### src/rtl/fpu_pkg.sv
// Shared FPU definitions: divider latency, data width and the fdiv result-queue entry.
package fpu_pkg;

  localparam int unsigned FDIV_LAT  = 4;
  localparam int unsigned FP_W      = 32;
  // Room for up to 16 requesters; fdiv_sched narrows it to $clog2(NREQ).
  localparam int unsigned RESQ_ID_W = 4;

  typedef struct packed {
    logic [RESQ_ID_W-1:0] id;
    logic [FP_W-1:0]      y;
  } resq_entry_t;

endpackage

### src/rtl/fdiv_resq.sv
// Synchronous FIFO holding divider results until the consumer takes them.
// The writer never checks for space: it only pushes into a slot that was
// reserved beforehand, so a push into a full FIFO always has a pop beside it.
module fdiv_resq #(
  parameter int unsigned DEPTH = 4,
  parameter int unsigned W     = 32
) (
  input  logic                       clk,
  input  logic                       rstn,
  input  logic                       push_i,
  input  logic [W-1:0]               push_data_i,
  input  logic                       pop_i,
  output logic [W-1:0]               head_o,
  output logic                       valid_o,
  output logic [$clog2(DEPTH+1)-1:0] count_o
);

  localparam int unsigned PW = (DEPTH > 1) ? $clog2(DEPTH) : 1;
  localparam int unsigned CW = $clog2(DEPTH + 1);

  logic [W-1:0]  mem_q [DEPTH];
  logic [PW-1:0] wr_ptr_q, wr_ptr_d;
  logic [PW-1:0] rd_ptr_q, rd_ptr_d;
  logic [CW-1:0] count_q, count_d;
  logic          pop_en_c;

  function automatic logic [PW-1:0] ptr_inc(input logic [PW-1:0] p);
    return (p == PW'(DEPTH - 1)) ? '0 : p + PW'(1);
  endfunction

  // Pointer and occupancy next-state; a pop is only honoured when data exists.
  always_comb begin
    pop_en_c = pop_i & valid_o;
    wr_ptr_d = wr_ptr_q;
    rd_ptr_d = rd_ptr_q;
    count_d  = count_q + CW'(push_i) - CW'(pop_en_c);
    if (push_i) begin
      wr_ptr_d = ptr_inc(wr_ptr_q);
    end
    if (pop_en_c) begin
      rd_ptr_d = ptr_inc(rd_ptr_q);
    end
  end

  // Control state, cleared asynchronously.
  always_ff @(posedge clk or negedge rstn) begin
    if (!rstn) begin
      wr_ptr_q <= '0;
      rd_ptr_q <= '0;
      count_q  <= '0;
    end else begin
      wr_ptr_q <= wr_ptr_d;
      rd_ptr_q <= rd_ptr_d;
      count_q  <= count_d;
    end
  end

  // Storage array; contents are qualified by count, so no reset needed.
  always_ff @(posedge clk) begin
    if (push_i) begin
      mem_q[wr_ptr_q] <= push_data_i;
    end
  end

  assign head_o  = mem_q[rd_ptr_q];
  assign valid_o = (count_q != '0);
  assign count_o = count_q;

endmodule

### src/rtl/fdiv_sched.sv
// Shares one pipelined, non-stallable fdiv unit between NREQ requesters:
// round-robin grant, id tracking across the divider latency and a
// credit-protected result queue so consumer back-pressure never drops data.
module fdiv_sched
  import fpu_pkg::*;
#(
  parameter int unsigned NREQ   = 2,
  parameter int unsigned LAT    = FDIV_LAT,
  parameter int unsigned QDEPTH = 4
) (
  input  logic                      clk,
  input  logic                      rstn,
  input  logic [NREQ-1:0]           req_valid,
  output logic [NREQ-1:0]           req_ready,
  input  logic [FP_W*NREQ-1:0]      req_x1,
  input  logic [FP_W*NREQ-1:0]      req_x2,
  output logic [FP_W-1:0]           div_x1,
  output logic [FP_W-1:0]           div_x2,
  input  logic [FP_W-1:0]           div_y,
  output logic                      rsp_valid,
  input  logic                      rsp_ready,
  output logic [$clog2(NREQ)-1:0]   rsp_id,
  output logic [FP_W-1:0]           rsp_y,
  output logic                      busy
);

  localparam int unsigned IDW = $clog2(NREQ);
  localparam int unsigned CW  = $clog2(QDEPTH + 1);
  localparam int unsigned SW  = CW + 1;

  logic [IDW-1:0]          rr_ptr_q, rr_ptr_d;
  logic [LAT-1:0]          vld_q, vld_d;
  logic [LAT-1:0][IDW-1:0] id_q, id_d;
  logic [CW-1:0]           inflight_q, inflight_d;
  logic [CW-1:0]           qcount;

  logic                    credit_ok_c;
  logic                    grant_c;
  logic [IDW-1:0]          gidx_c;
  logic [IDW-1:0]          cand_c;
  logic                    capture_c;
  logic                    pop_c;
  resq_entry_t             push_entry_c;
  resq_entry_t             head_c;

  // Credit check and round-robin search from rr_ptr; reset forces no grant.
  always_comb begin
    grant_c     = 1'b0;
    gidx_c      = '0;
    cand_c      = '0;
    req_ready   = '0;
    credit_ok_c = (SW'(inflight_q) + SW'(qcount)) < SW'(QDEPTH);
    if (rstn && credit_ok_c) begin
      for (int unsigned k = 0; k < NREQ; k++) begin
        cand_c = IDW'((32'(rr_ptr_q) + k) % NREQ);
        if (!grant_c && req_valid[cand_c]) begin
          grant_c = 1'b1;
          gidx_c  = cand_c;
        end
      end
    end
    if (grant_c) begin
      req_ready[gidx_c] = 1'b1;
    end
  end

  // Granted operands go straight to the divider; zeros when idle.
  always_comb begin
    div_x1 = '0;
    div_x2 = '0;
    if (grant_c) begin
      div_x1 = req_x1[FP_W*gidx_c +: FP_W];
      div_x2 = req_x2[FP_W*gidx_c +: FP_W];
    end
  end

  // Pointer advance past the winner, id shift register and in-flight count.
  always_comb begin
    rr_ptr_d   = rr_ptr_q;
    vld_d      = '0;
    id_d       = '0;
    capture_c  = vld_q[LAT-1];
    inflight_d = inflight_q + CW'(grant_c) - CW'(capture_c);
    if (grant_c) begin
      rr_ptr_d = (gidx_c == IDW'(NREQ - 1)) ? '0 : gidx_c + IDW'(1);
    end
    vld_d[0] = grant_c;
    id_d[0]  = gidx_c;
    for (int unsigned s = 1; s < LAT; s++) begin
      vld_d[s] = vld_q[s-1];
      id_d[s]  = id_q[s-1];
    end
  end

  // Arbiter and pipeline state; reset discards everything in flight.
  always_ff @(posedge clk or negedge rstn) begin
    if (!rstn) begin
      rr_ptr_q   <= '0;
      vld_q      <= '0;
      id_q       <= '0;
      inflight_q <= '0;
    end else begin
      rr_ptr_q   <= rr_ptr_d;
      vld_q      <= vld_d;
      id_q       <= id_d;
      inflight_q <= inflight_d;
    end
  end

  // Result emerging from the divider, tagged with the id that travelled alongside it.
  always_comb begin
    push_entry_c    = '0;
    push_entry_c.id = RESQ_ID_W'(id_q[LAT-1]);
    push_entry_c.y  = div_y;
  end

  assign pop_c = rsp_valid & rsp_ready;

  fdiv_resq #(
    .DEPTH (QDEPTH),
    .W     ($bits(resq_entry_t))
  ) u_resq (
    .clk         (clk),
    .rstn        (rstn),
    .push_i      (capture_c),
    .push_data_i (push_entry_c),
    .pop_i       (pop_c),
    .head_o      (head_c),
    .valid_o     (rsp_valid),
    .count_o     (qcount)
  );

  assign rsp_y  = head_c.y;
  assign rsp_id = IDW'(head_c.id);
  assign busy   = (inflight_q != '0) | (qcount != '0);

endmodule

### config.mk
export PLATFORM = sky130hd
export DESIGN_NAME = fdiv_sched
export DESIGN_NICKNAME = d
export VERILOG_FILES = /design/src/rtl/fpu_pkg.sv /design/src/rtl/fdiv_resq.sv /design/src/rtl/fdiv_sched.sv
export SDC_FILE = /design/constraint.sdc
export NUM_CORES = 1
export LEC_CHECK = 0
export ABC_AREA = 1
export BUFFER_PORTS_ARGS = -buffer_cell sky130_fd_sc_hd__clkbuf_2
export CORE_ASPECT_RATIO = 0.7
export CORE_UTILIZATION = 53
export CTS_BUF_LIST = sky130_fd_sc_hd__clkbuf_4 sky130_fd_sc_hd__clkbuf_8 sky130_fd_sc_hd__clkbuf_16
export CTS_CLUSTER_DIAMETER = 150
export CTS_CLUSTER_SIZE = 8
export DETAILED_ROUTE_END_ITERATION = 10
export PLACE_DENSITY = 0.86
export REMOVE_ABC_BUFFERS = 1
export SLEW_MARGIN = 20
export SYNTH_ARGS = -nofsm -noshare
export SYNTH_HDL_FRONTEND = slang
export SYNTH_SLANG_ARGS = --single-unit
### constraint.sdc
create_clock -name clk -period 4.8 [get_ports clk]
set_clock_uncertainty 0.2 [all_clocks]
set_input_delay 0.72 -clock clk [delete_from_list [all_inputs] [get_ports clk]]
set_output_delay 0.72 -clock clk [all_outputs]
set_load 0.02 [all_outputs]
# --- Word level (Yosys, flattened, before mapping) ---
# Memories as Yosys holds them, arrays and structs flattened.
# Cells that the tools add are included.
word_totals:
  regBits: 19
  ram_bits: 132
  input_bits: 165
  out_inout_bits: 101
  elab_cells: 59
  memories: 1
classes:
  add_sub_neg: 9
  n_lt_le_gt_ge: 5
  n_eq_ne: 2
  shifts: 2
  mux: 21
  n_bitwise: 3
  n_reduce_logical: 6
mem_list:
  columns: ["name", "depth", "width", "read_ports", "rd_clocked_by_memory_dff", "write_ports", "line", "rtl"]
  rows:
  - ["u_resq.mem_q", 4, 33, 1, 0, 1, "fdiv_resq.sv:21", "logic [W-1:0] mem_q [DEPTH];"]
ops:
  columns: ["op", "n"]
  rows:
  - ["indexed part select 64 x 7 -> 32 bit", 2]
  - ["2-to-1 mux 32 bit", 2]
  - ["2-to-1 mux 1 bit", 15]
  - ["adder 3 x 1 -> 3 bit", 2]
  - ["< comparator 1 x 2 -> 1 bit (second input constant)", 3]
  - ["2-to-1 mux 2 bit", 3]
  - ["nonzero test 3 bit", 2]
  - ["subtractor 3 x 1 -> 3 bit", 2]
  - ["adder 2 x 1 -> 2 bit (second input constant)", 2]
  - ["adder 3 x 3 -> 4 bit", 1]
  - ["== test 2 bit (second input constant)", 2]
  - ["< comparator 4 x 3 -> 1 bit (second input constant)", 1]
  - ["logical AND 1 bit", 3]
  - ["adder 1 bit (second input constant)", 2]
  - ["AND 1 bit", 2]
  - ["demux 1 bit (select 1 bit)", 1]
  - [">= comparator 1 bit (second input constant)", 1]
  - ["zero test 1 bit", 1]
  - ["bitwise OR 1 bit", 1]

# --- Longest topological paths before layout ---
# Gate-level depths: netlist of the first run.
depth:
  word_depth: 13
  mapped_depth: 11
  depth_no_buf: 10

# --- Cells and area by module ---
# A second synthesis of the first run with hierarchy kept.
unflattened:
  cells_unflattened: 745
  hier_area_um2: 7835.0
by_module_without_submodules:
  columns: ["mod", "n_inst", "cells_per_inst", "area_each_um2", "seq_area_each_um2"]
  rows:
  - ["fdiv_resq", 1, 471, 6174.7, 4499.3]
  - ["fdiv_sched", 1, 274, 1660.3, 300.3]

# --- Worst setup path after synthesis of the first run ---
# No wires, ideal clock.
synth_path:
  path_kind: "in2reg"
  startpoint: "input rstn"
  endpoint: "register inflight_q[2]"
  setup_ns: 0.129
  arrival_time_ns: 2.289
  t_required_ns: 4.471
  setup_slack_ns: 2.182
  path_stages: 11
  path_cell_list: "inv_1 nor2_2 nand2_2 nor2_4 buf_2 nand2_1 ha_1 inv_1 ha_1 fa_1 xor2_1"
synth_between:
  elab_chain_len: 4
synth_rtl:
  columns: ["element", "line", "rtl"]
  rows:
  - ["from (decl)", "fdiv_sched.sv:12", "input logic rstn,"]
  - ["logical AND 1 bit", "fdiv_sched.sv:53", "if (rstn && credit_ok_c) begin"]
  - ["2-to-1 mux 1 bit", "fdiv_sched.sv:53", null]
  - ["adder 3 x 1 -> 3 bit", "fdiv_sched.sv:83", "inflight_d = inflight_q + CW'(grant_c) - CW'(capture_c);"]
  - ["subtractor 3 x 1 -> 3 bit", "fdiv_sched.sv:83", null]
  - ["net inflight_d[2]", "fdiv_sched.sv:34", "logic [CW-1:0] inflight_q, inflight_d;"]
  - ["to (signal assigned)", "fdiv_sched.sv:106", "inflight_q <= inflight_d;"]
  - ["to (decl)", "fdiv_sched.sv:34", null]
# The timed path passes the listed nets, and every way through them passes these cells.
# A chain may end at the register's enable or synchronous reset.

# --- Final worst setup path of the first run ---
layout_path:
  startpoint: "input rstn"
  endpoint: "output div_x1[18]"
layout_between:
  elab_chain_len: 4
  elab_cells_between_ends: 5
  cone_classes: "shift (1); mux (3); reduce/logical (1)"
layout_rtl:
  columns: ["element", "line", "rtl"]
  rows:
  - ["logical AND 1 bit *", "fdiv_sched.sv:53", null]
  - ["2-to-1 mux 1 bit", "fdiv_sched.sv:53", null]
  - ["indexed part select 64 x 7 -> 32 bit", "fdiv_sched.sv:72", "div_x1 = req_x1[FP_W*gidx_c +: FP_W];"]
  - ["2-to-1 mux 32 bit *", "fdiv_sched.sv:71", "if (grant_c) begin"]
  - ["to (decl)", "fdiv_sched.sv:17", "output logic [FP_W-1:0] div_x1,"]
# Mark *: on every way between the ends. The rest lies on a longest branch, timed or not.

==> results.toml, run 1 <==
[status]
status = "finished with violations"
violations = "design-rule violations"

[worst_setup_path]
cp_slowest_cell = "nor2_4"
cp_max_fo = 42
worstSetupPathType = "in -> out"
cp.arrival_ps = 2750
cp-start-kind = "primary input"
crit_path_max_incr_delay_ps = 580
crit_family = "simple AND/OR/NAND/NOR gates"
cp_num_buf_inv = 4
worst-r2r-cell-count = 10
critPathCaptureType = "output pin"
cp_num_cells = 9
cp_common_cell = "clkbuf_2"
cp_cell_sequence = "clkbuf_2 > inv_1 > nor2_2 > nand2_2 > nor2_4 > buf_12 > nand3_1 > nand2_1 > clkbuf_2"
cp.required_ps = 3880

[global_route]
grt.overflow.total = 0
antenna_found_initial = 0
grt_usage_pct = 26.8
grt_pass1_wl_mm = 27.5
grt_max_degree = 69
grt_pass1_vias = 5626

[route]
avgViaCountPerCell = 5.62
drtIter0Drc = 369
wirelength_mm = 17.8
antenna_left = 0
drt_pass1_iterations = 8
vias = 5917
route.detailed.drc = 12
post_drt_wl_per_cell_um = 16.9

[timing]
rsz0062_at_grt = "false"
post-route-min-period_ps = 3670
relSlewSlack_pct = 28.2
fin_crit_sh_pct = 76.4
hold_viol = 0
tns_ps = 0
maxSlewViolCount = 0
setup_viol = 0
max_freq_mhz = 273
worstMarginPinSlew_ps = 1080

[clocking]
insertion_delay_ps = 410
path_clk_slew_ps = 60
post_cts_resized = 0
htree_levels = 4
cts_made_buffers = 17
cts_tree = "done"
hold_buffers = 0
clock_path_buffers = 2
clkSinkCount = 151
root_buffer = "clkbuf_16"
cts_setup_buffers = 0

[final_layout]
nets = 1056
area_growth_pct = 28.9
num_antenna_cells = 0
drive_above_1_share_pct = 36.0
fin_area_um2 = 8900
fillCellCount = 896

[logic_synthesis]
synth_edf_count = 132
netlist.area_leader.share_pct = 57.5
async_flop_share_pct = 12.6
synth_commonest_cells = "132 x edfxtp_1, 76 x nand2_1, 69 x o21ai_0"
yosysMostFrequentCell = "edfxtp_1"
syn_area_um2 = 6900
ys.flop_type = "edfxtp_1"
synth-seq-area-share_pct = 64.3
synth.distinct_cells = 27
yosysTopAreaCell = "edfxtp_1"
syn-instance-count = 633
synth_seq_cells = 151
yosys-top-cells-area = "edfxtp_1 57%, dfrtp_1 6.9%, nand4_1 5.9%"
syn_avg_cell_area_um2 = 10.9
yosysWarnings = 0

[min_path]
hp-class = "in -> async"

[power_and_ir_drop]
p_seq_share_pct = 33.0
clkPwrFrac_pct = 25.7
pwr-share-comb_pct = 41.3
p_sw_share_pct = 40.0
p_int_uw = 3100
p_per_area_nw_per_um2 = 580
net-switching-power_uw = 2060
p_leak_uw = 0.00399
vdd_ir_drop_max_mv = 0.399

[placed_design]
hpwl_mm = 11.7
place_area_um2 = 8300
gp_congestion = 0.871
portBuffers = 265

[flow_run]
max_cap_viol_count = 0

[floorplanning]
core_um2 = 12500
pin_count = 266
die_w_um = 138
die_h_um = 97.5
die_area_um2 = 13500
start_util_pct = 55.0
rows = 34
## metrics by stage
step	instances	total power, µW	hold WS (ps)	util [%]	setup slack [ps]
2_1_floorplan	579	3050	131	-	902
3_3_place_gp	1021	3780	133	66.1	1190
5_1_grt	1053	5450	89.6	70.9	885
4_1_cts	1053	5180	66.4	70.9	1120
3_5_place_dp	1021	3850	137	66.1	1040
6_report	1053	5160	58.7	70.9	1130
## routing by layer
layer / up-vias / global-route usage (%) / wire length (µm)
met5: - / 0 / 0
met4: 0 / 11.9 / 483
met3: 32 / 7.29 / 1540
met2: 251 / 43.9 / 8540
met1: 2815 / 33.5 / 7200
li1: 2819 / - / -
## layout by cell type, fill, tap and decap left out, types with 2 or more instances in the layout
master      netlist  layout
clkbuf_2          0     265
nand4_1          65      65
nor2_2            2       2
inv_2             3       3
buf_4             3      14
o22ai_1          33      33
o21ai_0          69      69
bufinv_16         0       3
xor2_1            2       2
nor3_1            3       3
clkbuf_16         0      17
ha_1             11      11
clkinv_2          0       3
dfrtp_1          19      18
nor2_1           68      68
nand2_1          76      76
inv_1            20      20
xnor2_1           2       2
clkinvlp_4        0       5
clkbuf_4          0       2
nand3_1          66      66
edfxtp_1        132     132
fa_1              2       2
## logic make-up after synthesis
| group | share of synthesized area [%] |
|---|---|
| buffers and inverters | 4.93 |
| xor gates and xnor gates | 0.508 |
| and+or+nand+nor | 19.3 |
| adders and majority gates | 2.58 |
| DFF | 64.3 |
| AOI/OAI and AO/OA | 8.38 |
## registers in the layout, indices dropped and copies added, names as in the netlist
signal	flops
u_resq.count_o	3
rr_ptr_q	1
id_q	1
inflight_q	3
u_resq.mem_q	132
u_resq.rd_ptr_q	2
id_d	3
u_resq.wr_ptr_q	2
vld_q	4
## final timing paths
kind	start	endpoint	slack (ps)
setup / recovery	rstn	div_x1[18]	1130
hold / removal	rstn	id_d[2]	60
max in group asynchronous	rstn	u_resq.rd_ptr_q[0]	3980
min in group clk	id_d[2]	id_d[3]	150
hold reg to reg	id_d[2]	id_d[3]	150
setup reg to reg	inflight_q[2]	inflight_q[2]	1600
## power by group through the flow
stage / Combinational, µW / Clock [µW] / Sequential, µW
finish: 2130 / 1330 / 1700
global route: 2340 / 1390 / 1720
CTS: 2130 / 1340 / 1710
detailed placement: 2120 / 0 / 1730
global placement: 2060 / 0 / 1720
floorplan: 1280 / 0 / 1770
## worst reg2reg max path, delay by kind of cell (launching register included)
family / cells / cell delay, ps
simple gates: 4 / 1020
xor+xnor: 1 / 180
fa+ha+maj: 4 / 1220
buf+inv: 1 / 40
flops: 1 / 420
## cell type report
| type | count | area (µm²) | area share [%] |
|---|---|---|---|
| inverter | 23 | 86.3 | 0.970 |
| sequential | 151 | 4440 | 49.9 |
| clock buffer | 19 | 440 | 4.95 |
| timing repair buffer | 280 | 1450 | 16.3 |
| multi-input combinational | 405 | 2120 | 23.8 |
| tap | 162 | 203 | 2.28 |
| clock inverter | 13 | 155 | 1.74 |
No activity file was read; power rests on OpenSTA's default activity.
==> run 2, diff against run 1 <==
--- a/config.mk
+++ b/config.mk
@@ -8,12 +8,12 @@
 export ABC_AREA = 1
 export BUFFER_PORTS_ARGS = -buffer_cell sky130_fd_sc_hd__clkbuf_2
 export CORE_ASPECT_RATIO = 0.7
-export CORE_UTILIZATION = 53
+export CORE_UTILIZATION = 44
 export CTS_BUF_LIST = sky130_fd_sc_hd__clkbuf_4 sky130_fd_sc_hd__clkbuf_8 sky130_fd_sc_hd__clkbuf_16
 export CTS_CLUSTER_DIAMETER = 150
 export CTS_CLUSTER_SIZE = 8
 export DETAILED_ROUTE_END_ITERATION = 10
-export PLACE_DENSITY = 0.86
+export PLACE_DENSITY = 0.76
 export REMOVE_ABC_BUFFERS = 1
 export SLEW_MARGIN = 20
 export SYNTH_ARGS = -nofsm -noshare
==> constraint.sdc (replaced) <==
create_clock -name clk -period 2.9 [get_ports clk]
set_clock_uncertainty 0.2 [all_clocks]
set_input_delay 0.435 -clock clk [delete_from_list [all_inputs] [get_ports clk]]
set_output_delay 0.435 -clock clk [all_outputs]
set_load 0.02 [all_outputs]
==> results.toml, run 2 (synthesized netlist as in run 1, its figures left out) <==
[power_and_ir_drop]
finalPower_uw = 8950
net-switching-power_uw = 3620
p_int_uw = 5330
pwr-share-comb_pct = 46.1
p_per_area_nw_per_um2 = 954
p_seq_share_pct = 31.7
p_leak_uw = 0.00417
vdd_ir_drop_max_mv = 0.541
p_sw_share_pct = 40.4
clkPwrFrac_pct = 22.2

[worst_setup_path]
worst-r2r-cell-count = 10
critPathCaptureType = "output pin"
cp_num_buf_inv = 3
reg2reg_slack_ps = 310
cp_max_fo = 14
cp-start-kind = "flip-flop"
cp_cell_sequence = "ha_1 > nor2_2 > nand2_2 > nor2_4 > buf_6 > clkbuf_16 > nand4_1 > nand2_1 > buf_4"
crit_family = "simple AND/OR/NAND/NOR gates"
crit_path_max_incr_delay_ps = 400
reg2reg_to = "inflight_q[2]"
r2r-start = "inflight_q[2]"
cp_slowest_cell = "dfrtp_1"
cp.arrival_ps = 2190
cp.required_ps = 2270
worstSetupPathType = "reg -> out"

[global_route]
use_met2_pct = 41.0
antenna_found_initial = 0
grt_max_degree = 69
grt_usage_pct = 25.6
grt.overflow.total = 0
gr-max-usage-layer = "met2"
grt_pass1_wl_mm = 30.3
grtUsageMet3_pct = 8.60
met1_usage_pct = 33.1
grt_pass1_vias = 5649

[flow_run]
max_cap_viol_count = 0

[final_layout]
top_regs = "u_resq.mem_q x132, vld_q x4"
final-instance-count-excl-fill = 1102
multiInputGateArea_um2 = 2140
area_growth_pct = 36.0
seqCellArea_um2 = 4440
nets = 1075
final_cell_mix = "210 x clkbuf_2, 132 x edfxtp_1, 70 x nand2_1, 69 x o21ai_0, 67 x nor2_1"
largest_reg_flops = 132
drive_above_1_share_pct = 37.8
num_antenna_cells = 0
regMostFlops = "u_resq.mem_q"
mostFrequentLayoutCell = "clkbuf_2"
fillCellCount = 1248

[clocking]
root_buffer = "clkbuf_16"
cts_made_buffers = 17
clock_path_buffers = 2
cts_tree = "done"
insertion_delay_ps = 410
path_clk_slew_ps = 60
clkSinkCount = 151
htree_levels = 4

[route]
route.detailed.drc = 0
drtIter0Drc = 476
antenna_left = 0
post_drt_wl_per_cell_um = 19.7
wirelength_mm = 21.7
drt_pass1_iterations = 5
avgViaCountPerCell = 5.57
vias = 6143

[timing]
worstMarginPinSlew_ps = 655
fin_crit_sh_pct = 97.4
finalWorstSetupSlack_ps = 75.7
rsz0062_at_grt = "true"
relSlewSlack_pct = 56.3
post-route-min-period_ps = 2820
max_freq_mhz = 354
hold_viol = 0
setup_viol = 0
maxSlewViolCount = 0

[floorplanning]
die_area_um2 = 16200
start_util_pct = 46.0
core_um2 = 15000
pin_count = 266
die_h_um = 107
die_w_um = 152
rows = 37

[placed_design]
portBuffers = 265
place_inst = 1059
hpwl_mm = 14.5
preCtsSetupSlack_ps = 352
gp_congestion = 0.882

[min_path]
hold_depth = 1
hold_start = "div_y[5]"
hp-class = "in -> reg"
whs_endpoint = "u_resq.mem_q[2][5]"

[status]
status = "complete, no violations"
==> run 2: cell types whose count changed in the layout (fill, tap and decap cells not counted), sizes merged <==
cell	previous run	this run
bufinv	3	1
buf	15	83
inv	24	25
clkinvlp	5	2
clkinv	4	7
dlygate4sd3	0	1
clkbuf	284	232
==> run 2: metrics by stage <==
step	TNS [ps]	hold slack, ps	util (%)	instance area, µm²
floorplan	-25290	-60.6	-	6650
global placement	0	132	56.2	8430
detailed placement	0	136	56.2	8430
CTS	-15.2	24.0	60.0	9000
global route	-206	19.5	62.5	9380
finish	0	39.5	62.5	9380
==> run 2: layout make-up <==
cell class,instances,share of cell area [%]
multi-input cells,405,22.8
repair buffers,299,20.7
inverters,23,0.920
clock inverters,12,1.15
clock buffers,17,4.54
well taps,195,2.60
flip-flops and latches,151,47.3
==> run 2: worst max path at each step <==
stage               cells after the start  slack (ps)             to     startpoint
floorplan                              10        -960  inflight_q[2]  inflight_q[2]
CTS                                     8          -8     div_x2[29]  inflight_q[2]
finish                                  9          80     div_x2[16]  inflight_q[2]
detailed placement                      8         350     div_x2[14]  inflight_q[2]
global route                            9         -30     div_x2[16]  inflight_q[2]
global placement                        8         360     div_x1[19]  inflight_q[2]
==> run 2: power groups by stage <==
stage | registers, µW | clock network (µW) | logic (µW)
2_1_floorplan | 2930 | 0 | 2120
3_3_place_gp | 2860 | 0 | 3550
6_report | 2840 | 1990 | 4130
3_5_place_dp | 2870 | 0 | 3590
5_1_grt | 2860 | 2090 | 4500
4_1_cts | 2830 | 2010 | 3660
==> run 2: repair_timing <==
item | in CTS | in global routing
cloned | 1 | 6
hold endpoints to repair | 19 | 0
setup buffers | 0 | 6
hold buffers | 1 | 0
pin swaps | 0 | 4
setup endpoints to repair | 36 | 61
gates resized for setup | 0 | 139
==> run 2: routing by layer <==
metal	part of all wire, %	wire [µm]
met3	10	2260
met2	48	10500
met4	1.7	359
met1	40	8610
met5	0	0
